`config.mk`:
```
export PLATFORM = sky130hd
export DESIGN_NAME = mux_rr_arbiter
export DESIGN_NICKNAME = d
export VERILOG_FILES = /design/src/rtl/mux_arb_pkg.sv /design/src/rtl/data_mux2.sv /design/src/rtl/mux_rr_arbiter.sv
export SDC_FILE = /design/constraint.sdc
export NUM_CORES = 1
export LEC_CHECK = 0
export ABC_AREA = 1
export BUFFER_PORTS_ARGS = -buffer_cell sky130_fd_sc_hd__clkbuf_2
export CORE_MARGIN = 1.5
export CORE_UTILIZATION = 35
export DETAILED_ROUTE_END_ITERATION = 8
export PLACE_DENSITY = 0.8
export RECOVER_POWER = 100
export SLEW_MARGIN = 0
export SYNTH_ARGS = -nofsm -noshare
export SYNTH_HDL_FRONTEND = slang
export SYNTH_SLANG_ARGS = --single-unit
```
`constraint.sdc`:
```
create_clock -name clk -period 1.2 [get_ports clk]
set_clock_uncertainty 0.2 [all_clocks]
set_input_delay 0.24 -clock clk [delete_from_list [all_inputs] [get_ports clk]]
set_output_delay 0.24 -clock clk [all_outputs]
set_load 0.02 [all_outputs]
```
`src/rtl/mux_arb_pkg.sv`:
```
// Shared types and defaults for the round-robin 2:1 mux arbiter.
package mux_arb_pkg;

   // Requester identity; also used for the grant and the output source tag.
   typedef enum logic {
      SRC_A = 1'b0,
      SRC_B = 1'b1
   } src_t;

   localparam int DATA_W_DEF = 8;

endpackage

```
`src/rtl/data_mux2.sv`:
```
// Combinational 2:1 payload select: y = sel ? b : a.
module data_mux2 #(
   parameter int DATA_W = 8
) (
   input  logic              sel,
   input  logic [DATA_W-1:0] a,
   input  logic [DATA_W-1:0] b,
   output logic [DATA_W-1:0] y
);

   assign y = sel ? b : a;

endmodule

```
`src/rtl/mux_rr_arbiter.sv`:
```
// Round-robin arbiter between two valid/ready requesters feeding a shared
// 2:1 mux and a one-entry registered output stage.
module mux_rr_arbiter
   import mux_arb_pkg::*;
#(
   parameter int DATA_W = DATA_W_DEF
) (
   input  logic              clk,
   input  logic              reset,
   input  logic              a_valid_i,
   input  logic [DATA_W-1:0] a_data_i,
   output logic              a_ready_o,
   input  logic              b_valid_i,
   input  logic [DATA_W-1:0] b_data_i,
   output logic              b_ready_o,
   output logic              out_valid_o,
   output logic [DATA_W-1:0] out_data_o,
   output logic              out_src_o,
   input  logic              out_ready_i
);

   // Output occupancy states.
   localparam logic ST_EMPTY = 1'b0;
   localparam logic ST_FULL  = 1'b1;

   logic              state_q;
   logic [DATA_W-1:0] data_q;
   src_t              src_q;
   src_t              last_grant_q;

   src_t              grant;
   logic              grant_vld;
   logic              can_accept;
   logic              accept;
   logic [DATA_W-1:0] mux_y;

   // Grant: an uncontested requester wins; on contention the one not granted last wins.
   always_comb begin
      grant_vld = a_valid_i | b_valid_i;
      grant     = SRC_A;
      if (a_valid_i && b_valid_i)
         grant = (last_grant_q == SRC_A) ? SRC_B : SRC_A;
      else if (b_valid_i)
         grant = SRC_B;
   end

   // The register may take a new item when empty or when it drains this cycle.
   // Readies are suppressed while reset is held so nothing is lost to the flush.
   assign can_accept = (state_q == ST_EMPTY) | out_ready_i;
   assign accept     = grant_vld & can_accept & ~reset;
   assign a_ready_o  = accept & (grant == SRC_A);
   assign b_ready_o  = accept & (grant == SRC_B);

   data_mux2 #(.DATA_W(DATA_W)) u_mux (
      .sel (grant),
      .a   (a_data_i),
      .b   (b_data_i),
      .y   (mux_y)
   );

   // Output register and occupancy FSM; last_grant starts at B so A wins first.
   always_ff @(posedge clk) begin
      if (reset) begin
         state_q      <= ST_EMPTY;
         data_q       <= '0;
         src_q        <= SRC_A;
         last_grant_q <= SRC_B;
      end else if (accept) begin
         state_q      <= ST_FULL;
         data_q       <= mux_y;
         src_q        <= grant;
         last_grant_q <= grant;
      end else if (out_ready_i) begin
         state_q      <= ST_EMPTY;
      end
   end

   assign out_valid_o = (state_q == ST_FULL);
   assign out_data_o  = data_q;
   assign out_src_o   = src_q;

endmodule

```
==> impl.org <==
** Layout
- Excluding fillers, the count of instances in the completed layout stands at about 150.
- Antenna diode count :: 0
- Net total in the final layout :: 154
- Post-route cell area :: ~1100 µm²
- FILL cells :: 116
- Fraction of final layout cells sized beyond drive strength 1 :: 57.58%
- Relative to the synthesized area, the layout overhead comes to 89.62%.
- Cells fill between 70% and 80% of the core in the end.

** Setup path
- For the worst setup path, the data required time is approximately 760 ps.
- Type of element capturing the critical path :: output port
- Crit path DAT :: 1090 ps
- The critical path is of the flop to output port type.
- Standard cell with the maximum stage delay on the critical path :: sky130_fd_sc_hd__dfxtp_2
- The critical path goes through nand2_4 > nand2_4 > nor2_8 > nand2_4 > inv_2 > buf_8.
- CP Max Fanout :: 3
- On the worst path, the slowest cell contributes a delay of roughly 340 ps.
- Counting stages on the worst path, the most repeated cell is sky130_fd_sc_hd__nand2_4.
- The worst setup path is launched from a flop.

** Synth
- Post-synthesis instance total :: a little over 80
- In this run the mean area of a mapped cell was 6.843 µm².
- In the synthesized netlist the dominant register cell turns out to be sky130_fd_sc_hd__dfxtp_1.
- After synthesis the netlist holds a flip-flop and latch count of 11.
- Cell types with the largest area share after synthesis :: sky130_fd_sc_hd__dfxtp_1, sky130_fd_sc_hd__nand2_1, sky130_fd_sc_hd__nand3_1
- Synthesis instantiated 13 different standard cells from the library.
- Post-synth ARST share :: 0%
- For this run, the number of Yosys warnings is 0.
- Number of flops mapped to enable cells by yosys :: 0
- Most frequent cells after synthesis :: sky130_fd_sc_hd__nand2_1, sky130_fd_sc_hd__dfxtp_1, sky130_fd_sc_hd__nand3_1
- Cell accounting for the most synthesized area :: sky130_fd_sc_hd__dfxtp_1
- When the netlist entered floorplanning its net count stood at 102.
- Area share of the leading cell type in the synthesized netlist :: around 40%
- By instance count, the leading cell after synthesis is sky130_fd_sc_hd__nand2_1.
- Sequential element share of the synthesized area :: 39.73%
- The synthesized netlist occupies a cell area of 554.3 µm².

** Pwr
- For this design the ratio of total power to cell area is 975.4 nW/µm².
- Flop pwr share :: 40.7%
- Sw Share :: 31.40%
- Static leakage :: 0.5690 nW
- Switching power summed over all nets :: about 320 µW
- IR analysis of the VDD net gives a maximum drop of 0.6097 mV.
- Clock network fraction of total power :: 25.2%
- Combinational cells account for 34.1% of the total power.
- Internal power :: 703.2 µW

** STA
- After routing, the total negative slack on setup checks comes to -1086 ps.
- Post-layout min period :: around 1500 ps
- The number of max-slew violations in the final report came to 0.
- The worst path uses 127.6% of the clock period.
- Setup repair after global routing missed its margin :: yes
- Least-Margin Pin Slew :: 170.8 ps
- Worst setup slack after layout :: -330.8 ps
- Count of endpoints failing hold in the final timing report :: 0
- The worst pin sits at a relative slew slack of around 90%.
- Timing-limited maximum frequency :: 0.6532 GHz
- Count of final setup violators :: 11

** Flow run
- Max Cap Viol :: 0

** Floorplanning
- For this design the top-level I/O count stands at 33.
- The floorplan step set the die height to 42.80 µm.
- Core ar. :: between 1000 and 1500 µm²
- Chip width :: roughly 43 µm
- The initial utilization of the core area, before any placement, comes to between 30% and 40%.
- Die outline area :: 1831 µm²
- Number of rows in the core area :: 14

** GRT
- Summed over all layers, the global routing overflow is 0.
- First-pass GRT wire length :: around 2700 µm
- For this run, the total global-route usage over all layers was measured as 19.56%.
- Pin count of the biggest net entering global routing :: 10
- The number of antenna violations at the first check in global routing is 0.
- The number of global-route vias before repair came to 650.

** Clock network
- The clock reaches the later pin of the worst-skew pair after 270 ps.
- The clock passes through at most 2 buffers.
- CTS tree :: built
- Clock-pin transition on the worst setup and hold timing paths :: 70 ps
- In this run, CTS created clock tree buffers numbering 3.
- Sinks on the clock net :: 11
- CTS built an H-tree with a depth of 1.
- Clock root buffer :: sky130_fd_sc_hd__clkbuf_4

** Drt
- Total wire length after detailed routing :: around 1800 µm
- Vias per inst :: ~5.0
- Summing over every cut layer, the via total after detailed routing is 736.
- First-iteration detailed-routing DRC count :: 29
- Post-route antenna net violation count :: 0
- In the final routed layout, each cell accounts on average for 12.42 µm.
- The first TritonRoute pass finished after 4 iterations.
- Post-detailed-route DRC marker count :: 0

** Placement
- DP Cell Count :: 137
- Detailed placement finished with a half-perimeter wire length of 1213 µm.
- Routability congestion estimate from global placement :: 0.7917
- Port buffering added 32 buffers.
- Area after detailed placement :: 818.3 µm²

** Worst hold path
- The tightest min-delay check is of the input port to flop type.

** Status
- Status :: finished, violations left
- Violated checks :: negative setup slack
==> worst max-delay path, delay by kind of cell, from the launching register on <==
family / cells / cell delay, ps
flops: 1 / 340
simple gates: 4 / 320
buf+inv: 2 / 160
==> cell type report <==
| cell class | instances | area [µm²] | area share, % |
|---|---|---|---|
| Tap cell | 16 | 20.02 | 1.905 |
| Clock buffer | 4 | 26.28 | 2.500 |
| Multi-Input combinational cell | 62 | 335.3 | 31.90 |
| Sequential cell | 11 | 234.0 | 22.26 |
| Timing Repair Buffer | 49 | 407.9 | 38.81 |
| Inverter | 6 | 27.53 | 2.619 |
==> layout by cell type, fill, tap and decap left out, types with 2 or more instances in the layout <==
cell type / n
sky130_fd_sc_hd__a21oi_1: 8
sky130_fd_sc_hd__nand2_1: 34
sky130_fd_sc_hd__inv_1: 3
sky130_fd_sc_hd__inv_4: 2
sky130_fd_sc_hd__nand3_1: 10
sky130_fd_sc_hd__buf_4: 16
sky130_fd_sc_hd__nand2_4: 6
sky130_fd_sc_hd__dfxtp_2: 11
sky130_fd_sc_hd__clkbuf_2: 20
sky130_fd_sc_hd__clkbuf_4: 3
sky130_fd_sc_hd__buf_8: 9
sky130_fd_sc_hd__clkbuf_8: 3
==> metal layers <==
| layer | routed length [µm] | up-vias | global-route usage [%] |
|---|---|---|---|
| met2 | 934 | 38 | 35.15 |
| li1 | - | 358 | - |
| met5 | 0 | - | 0 |
| met1 | 726 | 336 | 21.32 |
| met4 | 17 | 0 | 6.250 |
| met3 | 161 | 4 | 6.383 |
==> power groups by stage <==
stage	combinational, mW	clock (mW)	sequential [mW]
after global placement	0.253	0	0.413
after CTS	0.312	0.259	0.412
final	0.350	0.258	0.417
after global routing	0.375	0.282	0.419
after detailed placement	0.259	0	0.414
after floorplan	0.128	0	0.439
==> state kept, by name (all words and copies together) (netlist names) <==
register      count
out_data_o        8
last_grant_q      1
out_src_o         1
out_valid_o       1
==> path summary, 6_finish.rpt <==
path | from | to | slack, ps | depth (start not counted)
min | a_data_i[1] | out_data_o[1]$_SDFFE_PP0P_ | 80 | 5
max reg2reg | last_grant_q$_SDFFE_PP1P_ | out_data_o[4]$_SDFFE_PP0P_ | -60 | 7
min reg2reg | out_data_o[0]$_SDFFE_PP0P_ | out_data_o[0]$_SDFFE_PP0P_ | 270 | 2
max | out_valid_o$_SDFFE_PP0P_ | b_ready_o | -330 | 6
==> what timing repair did <==
action,CTS,global route
pin swaps,3,2
buffers inserted,3,5
resized for setup,32,15
hold buffers,0,0
setup endpoints to repair,19,20
==> cell families after synthesis <==
| family | after synthesis | share of synthesized area (%) |
|---|---|---|
| AOI/OAI and AO/OA | 9 | 8.126 |
| buffers and inverters | 8 | 6.320 |
| DFF | 11 | 39.73 |
| and+or+nand+nor | 53 | 45.82 |
==> metrics by stage <==
stage / hold WS [ps] / worst slack [ps] / power (mW)
CTS: 81.45 / -314.1 / 0.9824
floorplan: 182.2 / -61.23 / 0.5673
global route: 100.2 / -382.5 / 1.076
finish: 79.18 / -330.8 / 1.025
detailed placement: 249.9 / -182.3 / 0.6728
global placement: 250.7 / -165.4 / 0.6662
Power figures use the tool's default switching activity.
